<file path="config.mk">
export PLATFORM = sky130hd
export DESIGN_NAME = rr_sel2_flat
export DESIGN_NICKNAME = d
export VERILOG_FILES = /design/src/rtl/rr_sel2_pkg.sv /design/src/rtl/rr_sel2_if.sv /design/src/rtl/mx2.sv /design/src/rtl/rr_sel2_mx2_w.sv /design/src/rtl/rr_sel2.sv /design/src/flat_wrapper.sv
export SDC_FILE = /design/constraint.sdc
export NUM_CORES = 1
export LEC_CHECK = 0
export ABC_AREA = 1
export CORE_MARGIN = 4
export CORE_UTILIZATION = 42
export CTS_CLUSTER_DIAMETER = 50
export CTS_CLUSTER_SIZE = 14
export DETAILED_ROUTE_END_ITERATION = 16
export GPL_TIMING_DRIVEN = 0
export HOLD_SLACK_MARGIN = 0.15
export PLACE_DENSITY_LB_ADDON = 0.12
export SLEW_MARGIN = 30
export SYNTH_ARGS = -nofsm -noshare
export SYNTH_HDL_FRONTEND = slang
export SYNTH_SLANG_ARGS = --single-unit
</file>
<file path="constraint.sdc">
create_clock -name clk -period 3.4 [get_ports clk]
set_clock_uncertainty 0.05 [all_clocks]
set_input_delay 0.85 -clock clk [delete_from_list [all_inputs] [get_ports clk]]
set_output_delay 0.85 -clock clk [all_outputs]
set_load 0.03 [all_outputs]
</file>
<file path="src/rtl/rr_sel2_pkg.sv">
// Shared definitions for the rr_sel2 selector stage.
//   state_t : output-register occupancy (ST_EMPTY / ST_FULL)
//   CH0/CH1 : channel ids, also the mux select / grant values
package rr_sel2_pkg;

  typedef enum logic {
    ST_EMPTY = 1'b0,
    ST_FULL  = 1'b1
  } state_t;

  localparam logic CH0 = 1'b0;
  localparam logic CH1 = 1'b1;

endpackage

</file>
<file path="src/rtl/rr_sel2_if.sv">
// Handshake bundle for rr_sel2: two producer streams (d0/d1 with
// valid/ready), the mux select s, and the registered output stream
// (y/y_valid/y_ready) with its source tag src.
//   master : the environment side (producers and consumer)
//   slave  : the selector itself
interface rr_sel2_if #(
  parameter int unsigned WIDTH = 8
);
  logic [WIDTH-1:0] d0;
  logic             d0_valid;
  logic             d0_ready;
  logic [WIDTH-1:0] d1;
  logic             d1_valid;
  logic             d1_ready;
  logic             s;
  logic [WIDTH-1:0] y;
  logic             y_valid;
  logic             y_ready;
  logic             src;

  modport master (
    output d0, d0_valid, d1, d1_valid, y_ready,
    input  d0_ready, d1_ready, s, y, y_valid, src
  );

  modport slave (
    input  d0, d0_valid, d1, d1_valid, y_ready,
    output d0_ready, d1_ready, s, y, y_valid, src
  );
endinterface

</file>
<file path="src/rtl/mx2.sv">
// 1-bit 2:1 multiplexer: y = s ? b : a.
//   a : selected when s = 0
//   b : selected when s = 1
//   s : select
//   y : output
module mx2 (
  input  logic a,
  input  logic b,
  input  logic s,
  output logic y
);
  assign y = s ? b : a;
endmodule

</file>
<file path="src/rtl/rr_sel2_mx2_w.sv">
// WIDTH-bit 2:1 multiplexer built from one mx2 per bit, common select.
//   a : word selected when s = 0
//   b : word selected when s = 1
//   s : shared select
//   y : selected word
module mx2_w #(
  parameter int unsigned WIDTH = 8
) (
  input  logic [WIDTH-1:0] a,
  input  logic [WIDTH-1:0] b,
  input  logic             s,
  output logic [WIDTH-1:0] y
);
  for (genvar i = 0; i < WIDTH; i++) begin : g_bit
    mx2 u_mx2 (
      .a(a[i]),
      .b(b[i]),
      .s(s),
      .y(y[i])
    );
  end
endmodule

</file>
<file path="src/rtl/rr_sel2.sv">
// Two-channel round-robin selector with a single-entry registered output.
// Arbitrates d0/d1, drives the mux select s, and captures the granted
// word into y with a valid/ready handshake to the consumer.
//   clk   : system clock, rising edge
//   reset : synchronous, active-high
//   bus   : rr_sel2_if.slave (d0/d1 streams, s, y stream, src)
module rr_sel2
  import rr_sel2_pkg::*;
#(
  parameter int unsigned WIDTH = 8
) (
  input  logic        clk,
  input  logic        reset,
  rr_sel2_if.slave    bus
);

  state_t           state;
  state_t           state_nx;
  logic             last_grant;
  logic             grant;
  logic             load_en;
  logic             accept;
  logic             y_valid_c;
  logic [WIDTH-1:0] mux_y;
  logic [WIDTH-1:0] y_q;
  logic             src_q;

  // Lone requester wins; otherwise (both or neither) the channel that did
  // not win last time. Idle cycles leave last_grant alone.
  always_comb begin
    grant = ~last_grant;
    unique case ({bus.d1_valid, bus.d0_valid})
      2'b01:   grant = CH0;
      2'b10:   grant = CH1;
      default: grant = ~last_grant;
    endcase
  end

  // Refill is allowed in the same cycle the consumer drains the register.
  // Readies are masked during reset so nothing is accepted that cycle.
  assign load_en      = (state == ST_EMPTY) | bus.y_ready;
  assign bus.d0_ready = ~reset & load_en & (grant == CH0);
  assign bus.d1_ready = ~reset & load_en & (grant == CH1);
  assign accept       = (bus.d0_valid & bus.d0_ready) |
                        (bus.d1_valid & bus.d1_ready);
  assign bus.s        = grant;

  mx2_w #(
    .WIDTH(WIDTH)
  ) u_mx2_w (
    .a(bus.d0),
    .b(bus.d1),
    .s(grant),
    .y(mux_y)
  );

  always_comb begin
    state_nx  = state;
    y_valid_c = 1'b0;
    unique case (state)
      ST_EMPTY: begin
        y_valid_c = 1'b0;
        if (accept) state_nx = ST_FULL;
      end
      ST_FULL: begin
        y_valid_c = 1'b1;
        if (bus.y_ready && !accept) state_nx = ST_EMPTY;
      end
      default: begin
        state_nx  = ST_EMPTY;
        y_valid_c = 1'b0;
      end
    endcase
  end

  always_ff @(posedge clk) begin
    if (reset) begin
      state      <= ST_EMPTY;
      y_q        <= '0;
      src_q      <= CH0;
      last_grant <= CH1;
    end else begin
      state <= state_nx;
      if (accept) begin
        y_q        <= mux_y;
        src_q      <= grant;
        last_grant <= grant;
      end
    end
  end

  assign bus.y       = y_q;
  assign bus.src     = src_q;
  assign bus.y_valid = y_valid_c;

endmodule

</file>
<file path="src/flat_wrapper.sv">
// flat-port wrapper written by rule: the top's interface ports become plain ports
module rr_sel2_flat import rr_sel2_pkg::*;
#(
  parameter int unsigned WIDTH = 8
)
  (clk, reset, bus_d0, bus_d0_valid, bus_d1, bus_d1_valid, bus_y_ready, bus_d0_ready, bus_d1_ready, bus_s, bus_y, bus_y_valid, bus_src);
  rr_sel2_if #(.WIDTH(WIDTH)) bus_i ();
  input  logic clk;
  input  logic reset;
  input wire logic [$bits(bus_i.d0)-1:0] bus_d0;
  input wire logic [$bits(bus_i.d0_valid)-1:0] bus_d0_valid;
  input wire logic [$bits(bus_i.d1)-1:0] bus_d1;
  input wire logic [$bits(bus_i.d1_valid)-1:0] bus_d1_valid;
  input wire logic [$bits(bus_i.y_ready)-1:0] bus_y_ready;
  output wire logic [$bits(bus_i.d0_ready)-1:0] bus_d0_ready;
  output wire logic [$bits(bus_i.d1_ready)-1:0] bus_d1_ready;
  output wire logic [$bits(bus_i.s)-1:0] bus_s;
  output wire logic [$bits(bus_i.y)-1:0] bus_y;
  output wire logic [$bits(bus_i.y_valid)-1:0] bus_y_valid;
  output wire logic [$bits(bus_i.src)-1:0] bus_src;
  assign bus_i.d0 = bus_d0;
  assign bus_i.d0_valid = bus_d0_valid;
  assign bus_i.d1 = bus_d1;
  assign bus_i.d1_valid = bus_d1_valid;
  assign bus_i.y_ready = bus_y_ready;
  assign bus_d0_ready = bus_i.d0_ready;
  assign bus_d1_ready = bus_i.d1_ready;
  assign bus_s = bus_i.s;
  assign bus_y = bus_i.y;
  assign bus_y_valid = bus_i.y_valid;
  assign bus_src = bus_i.src;
  rr_sel2 #(.WIDTH(WIDTH)) u_core (.clk(clk), .reset(reset), .bus(bus_i));
endmodule
</file>
==> reports/qor.yml, run 1 <==
outcome:
  status: "complete, no violations"
global_routing:
  grt_max_degree: 11
  gr-max-usage-layer: "met2"
  use_met3: 0.0443
  grtUsageMet1: 0.204
  track_usage: 0.173
  grt_overflow: 0
  grt_pass1_vias: 664
  antenna_found_initial: 0
  met2_usage: 0.289
  grt_pass1_wl_mm: 2.79
sta:
  setup_violations: 0
  drv_slew: 0
  fmax_ghz: 0.302
  hold_viol: 0
  setup_slack_ns: 0.0862
  slew_headroom: 0.787
  rsz0062_at_grt: "no"
  fin_crit_ns: 3.31
  worst_pin_slew_ns: 0.318
  final.setup.tns_ns: 0
  holdWs_ns: 0.427
  final.period_utilization: 0.975
clocking:
  insertion_delay_ns: 0.26
  cts_tree: "yes"
  path_clk_slew_ns: 0.07
  root_buffer: "clkbuf_4"
  h-tree-depth: 1
  numCtsBuffers: 3
  cts_hold_buf: 0
  clkSinkCount: 11
  ctsLongestPathBuffers: 2
die:
  dieWidth_um: 48.3
  rows: 14
  boundaryPins: 34
  initial_core_util: 0.447
  die_h_um: 48.3
  fp.dieArea_mm2: 0.00233
  core_area_mm2: 0.00152
route:
  route.detailed.drc: 0
  ant_nets: 0
  drt_iter0_drc: 12
  vias: 750
  dr.pass1.iters: 3
  routedWlPerCell_um: 11.6
  viasPerCell: 4.69
  wirelength_mm: 1.86
synthesis:
  ys.flop_type: "dfxtp_1"
  yosys_warnings: 0
  synth_nets: 126
  synth_cell_types: 17
  synth_cells: 104
  yosysTopAreaCellShare: 0.323
  async_flop_share: 0
  synth_area_leaders: "dfxtp_1 (32%), nand2_1 (21%), a21oi_2 (10%)"
  synth-seq-area-share: 0.323
  yosys-top-cells-count: "nand2_1 (39), inv_1 (15), dfxtp_1 (11), nor2_1 (11), nand3_1 (9)"
  ys_seq_elements: 11
  syn_area_per_cell_um2: 6.56
  syn_area_um2: 682
  yosys.area.top_type: "dfxtp_1"
  synth-edff-count: 0
  synth_most_common_cell: "nand2_1"
power_and_ir_drop:
  peakVddDrop_mv: 0.236
  p_leak_nw: 0.530
  p_switching_w: 0.000144
  p_int_w: 0.000265
  power_density_mw_per_mm2: 375
  p_clk_frac: 0.222
  pwr-share-comb: 0.417
  sw_frac_of_total: 0.352
  seqPwrFrac: 0.361
setup_path:
  cp_max_fo: 10
  rr_startpoint: "u_core.state"
  cp-end-kind: "output pin"
  critPathRequiredTime_ns: 2.50
  r2r_cells: 5
  reg2reg_slack_ns: 2.01
  cpMaxStageDelayCell: "clkdlybuf4s50_1"
  critPathMaxStageDelay_ns: 0.53
  critPathArrivalTime_ns: 2.41
  r2r_end: "u_core.bus.y[5]"
  crit_family: "buffers and inverters"
  critical_path.cell_chain: "clkdlybuf4s50_1 -> inv_1 -> ha_4 -> inv_1 -> nand2_1 -> nand2_1 -> buf_2 -> nor2_1 -> buf_2"
  startpoint_type: "input port"
  crit_buf_inv: 5
  crit_type: "in2out"
final_layout:
  layout-drive-gt1-share: 0.174
  layoutNonFillerInstCount: 160
  area_delta_synth_final_pct: 60.0
  fillers: 135
  design_area_mm2: 0.00109
  antenna_cells: 0
  fin_nets: 167
min_path:
  worstHoldStart: "u_core.bus.src"
  hold_path_class: "reg2reg"
  hold_depth: 2
  hold_end: "u_core.bus.src"
placement:
  dpl.cell_count: 153
  io_buffer_count: 33
  place_area_mm2: 0.00103
  dp_worst_setup_slack_ns: -0.441
  gp_congestion: 0.706
  hpwlAfterDp_mm: 1.33
job:
  maxCapViolCount: 0
-- layout make-up --
cell class | count | area (µm²) | area share
clock buffer | 4 | 26.3 | 0.0241
timing repair buffer | 36 | 343 | 0.314
sequential | 11 | 220 | 0.202
buffer | 3 | 23.8 | 0.0218
inverter | 16 | 60.1 | 0.0550
tap | 16 | 20.0 | 0.0183
multi-input combinational | 74 | 398 | 0.365
-- worst register-to-register path, cell delays in order, from the launching register on --
cell     delay, ns
dfxtp_1       0.35
a21oi_4       0.22
nand3_2       0.23
buf_4         0.27
a21oi_2       0.12
nor2_1        0.05
-- logic make-up after synthesis --
kind of cell	Yosys count	share of synthesized area
and+or+nand+nor	61	0.382
adders and majority gates	1	0.0183
AOI/OAI and AO/OA	12	0.154
DFF	11	0.323
buffers and inverters	19	0.123
-- layout by cell type, fill, tap and decap left out --
cell type,count
nand2_1,39
clkdlybuf4s50_1,30
inv_1,15
nor2_1,11
dfxtp_1,11
nand3_1,9
a21oi_2,8
buf_4,4
buf_2,3
clkbuf_4,3
a21oi_4,1
nand3_2,1
o21ai_4,1
nand3_4,1
buf_6,1
clkinv_1,1
o21ai_0,1
a21oi_1,1
ha_4,1
clkbuf_1,1
clkdlybuf4s18_2,1
-- registers in the layout (all words and copies together), names as in the netlist --
signal	flops
u_core.bus.src	1
u_core.state	1
u_core.last_grant	1
u_core.bus.y	8
-- worst max-delay path by stage --
| stage | endpoint | from | cells after the start |
|---|---|---|---|
| detailed placement | bus_d1_ready | bus_d0_valid | 6 |
| floorplan | bus_d0_ready | bus_d0_valid | 7 |
| CTS | bus_d1_ready | bus_d0_valid | 6 |
| finish | bus_d0_ready | bus_d0_valid | 9 |
| global placement | bus_d1_ready | bus_d0_valid | 6 |
| global route | bus_d0_ready | bus_d0_valid | 9 |
-- power by group through the flow --
stage               logic (W)  clock network [W]  registers (W)
finish               0.000171          0.0000910       0.000148
global route         0.000185          0.0000995       0.000149
CTS                  0.000162          0.0000931       0.000148
detailed placement   0.000161                  0       0.000151
global placement     0.000159                  0       0.000150
floorplan           0.0000740                  0       0.000172
-- what timing repair did --
item,in CTS,in global routing
setup endpoints to repair,3,3
resized for setup,14,2
buffers inserted,0,3
pin swaps,0,1
-- per-layer routing --
| layer | up-vias | part of all wire |
|---|---|---|
| li1 | 401 | - |
| met2 | 20 | 0.48 |
| met4 | 0 | 0.0075 |
| met3 | 2 | 0.066 |
| met1 | 327 | 0.45 |
| met5 | - | 0 |
-- per-stage QoR --
step / utilization / power, W
2_1_floorplan: - / 0.000246
3_3_place_gp: 0.677 / 0.000309
3_5_place_dp: 0.677 / 0.000312
4_1_cts: 0.694 / 0.000403
5_1_grt: 0.716 / 0.000434
6_report: 0.716 / 0.000409
No activity file was read; power rests on OpenSTA's default activity.
==> run 2, diff against run 1 <==
--- a/config.mk
+++ b/config.mk
@@ -14,6 +14,7 @@
 export GPL_TIMING_DRIVEN = 0
 export HOLD_SLACK_MARGIN = 0.15
 export PLACE_DENSITY_LB_ADDON = 0.12
+export SETUP_SLACK_MARGIN = 0.4
 export SLEW_MARGIN = 30
 export SYNTH_ARGS = -nofsm -noshare
 export SYNTH_HDL_FRONTEND = slang
==> run 2 against run 1 <==
  * Wire length is 1.2% higher
  * Core utilization is 1.4 points lower
  * Worst setup slack better by 0.37 ns
  * Largest power group unchanged
  * Largest cell class unchanged
  * Clock power is 0.4% higher
  * Critical endpoint unchanged
  * Via count is 0.13% lower
  * Register-to-register slack worse by 0.05 ns
==> reports/qor.yml, run 2 (synthesized netlist as in run 1, its figures left out) <==
sta:
  rsz0062_at_grt: "no"
  holdWs_ns: 0.431
  hold_viol: 0
  fin_crit_ns: 2.94
  worst_pin_slew_ns: 0.318
  slew_headroom: 0.787
  fmax_ghz: 0.340
  setup_violations: 0
  final.period_utilization: 0.864
  drv_slew: 0
clocking:
  path_clk_slew_ns: 0.07
  ctsLongestPathBuffers: 2
  numCtsBuffers: 3
  cts_tree: "yes"
  clkSinkCount: 11
  insertion_delay_ns: 0.26
  cts_hold_buf: 0
  root_buffer: "clkbuf_4"
  h-tree-depth: 1
power_and_ir_drop:
  p_leak_nw: 0.524
  peakVddDrop_mv: 0.235
  power_density_mw_per_mm2: 379
final_layout:
  layout-drive-gt1-share: 0.169
  fin_nets: 165
  largest_reg_flops: 8
  final_core_util: 0.702
  antenna_cells: 0
  final_cell_mix: "nand2_1 (39), clkdlybuf4s50_1 (28), inv_1 (15)"
  design_area_mm2: 0.00107
  final_common_cell: "nand2_1"
  fillers: 140
  area_delta_synth_final_pct: 56.9
setup_path:
  critPathMaxStageDelay_ns: 0.30
  cpMaxStageDelayCell: "ha_4"
  startpoint_type: "input port"
  cp-end-kind: "output pin"
  critical_path.cell_chain: "dlygate4sd2_1 -> ha_4 -> inv_1 -> nand2_1 -> nand2_1 -> buf_4 -> nor2_1 -> buf_4"
  cp_max_fo: 10
  crit_type: "in2out"
  crit_family: "buffers and inverters"
  critPathRequiredTime_ns: 2.50
  crit_buf_inv: 4
  critPathArrivalTime_ns: 2.04
route:
  viasPerCell: 4.74
  dr.pass1.iters: 4
  ant_nets: 0
  routedWlPerCell_um: 11.9
  vias: 749
  route.detailed.drc: 0
  drt_iter0_drc: 10
  wirelength_mm: 1.88
global_routing:
  grt_pass1_wl_mm: 2.81
  track_usage: 0.176
  grt_max_degree: 11
  antenna_found_initial: 0
  grt_overflow: 0
  grt_pass1_vias: 659
die:
  rows: 14
  initial_core_util: 0.447
  dieWidth_um: 48.3
  core_area_mm2: 0.00152
  die_h_um: 48.3
  fp.dieArea_mm2: 0.00233
  boundaryPins: 34
placement:
  io_buffer_count: 33
  hpwlAfterDp_mm: 1.33
  gp_congestion: 0.706
  place_area_mm2: 0.00103
job:
  maxCapViolCount: 0
min_path:
  hold_path_class: "reg2reg"
outcome:
  status: "complete, no violations"
run 2: metal layers:
layer / part of all wire / wire length [µm] / vias up / GRT usage
met5: 0 / 0 / - / 0
met4: 0.0074 / 14 / 0 / 0.0806
met3: 0.069 / 130 / 2 / 0.0443
met2: 0.48 / 908 / 23 / 0.289
met1: 0.44 / 829 / 329 / 0.213
li1: - / - / 395 / -
run 2: power by group:
part | total (W) | switching, W | internal [W] | leakage (nW)
clock | 0.0000914 | 0.0000460 | 0.0000454 | 0.0150
sequential | 0.000148 | 0.00000678 | 0.000141 | 0.0904
combinational | 0.000166 | 0.0000917 | 0.0000744 | 0.419
run 2: area by class of cell:
cell class	count	area [µm²]	share of cell area
clock buffers	4	26.3	0.0246
well taps	16	20.0	0.0187
inverters	16	60.1	0.0561
flip-flops and latches	11	220	0.206
plain buffers	3	26.3	0.0246
repair buffers	34	319	0.298
multi-input cells	74	398	0.372
run 2: path summary, 6_finish.rpt:
path / startpoint / to / slack [ns] / cells after the start
min: u_core.bus.src / u_core.bus.src / 0.43 / 2
min reg2reg: u_core.bus.src / u_core.bus.src / 0.43 / 2
max reg2reg: u_core.last_grant / u_core.bus.y[5] / 1.96 / 7
max: bus_d1_valid / bus_d0_ready / 0.46 / 8
run 2: what timing repair did:
item / in CTS / in global routing
cloned: 0 / 0
hold endpoints to repair: 0 / 0
resized for setup: 20 / 3
endpoints found under the setup margin: 3 / 2
buffers inserted: 1 / 0
pin swaps: 1 / 0
run 2: worst register-to-register path, delay by kind of cell (launching register included):
family / cells / cell delay, ns
compound gates: 2 / 0.21
flops: 1 / 0.35
buf+inv: 2 / 0.41
simple gates: 3 / 0.31
run 2: through the flow:
step | setup TNS (ns) | power [W] | cells | setup slack [ns]
after floorplan | 0 | 0.000246 | 104 | 0.497
after global placement | -1.18 | 0.000309 | 153 | -0.415
after detailed placement | -1.26 | 0.000312 | 153 | -0.441
after CTS | 0 | 0.000409 | 158 | 0.413
after global routing | 0 | 0.000429 | 158 | 0.414
final | 0 | 0.000405 | 158 | 0.461
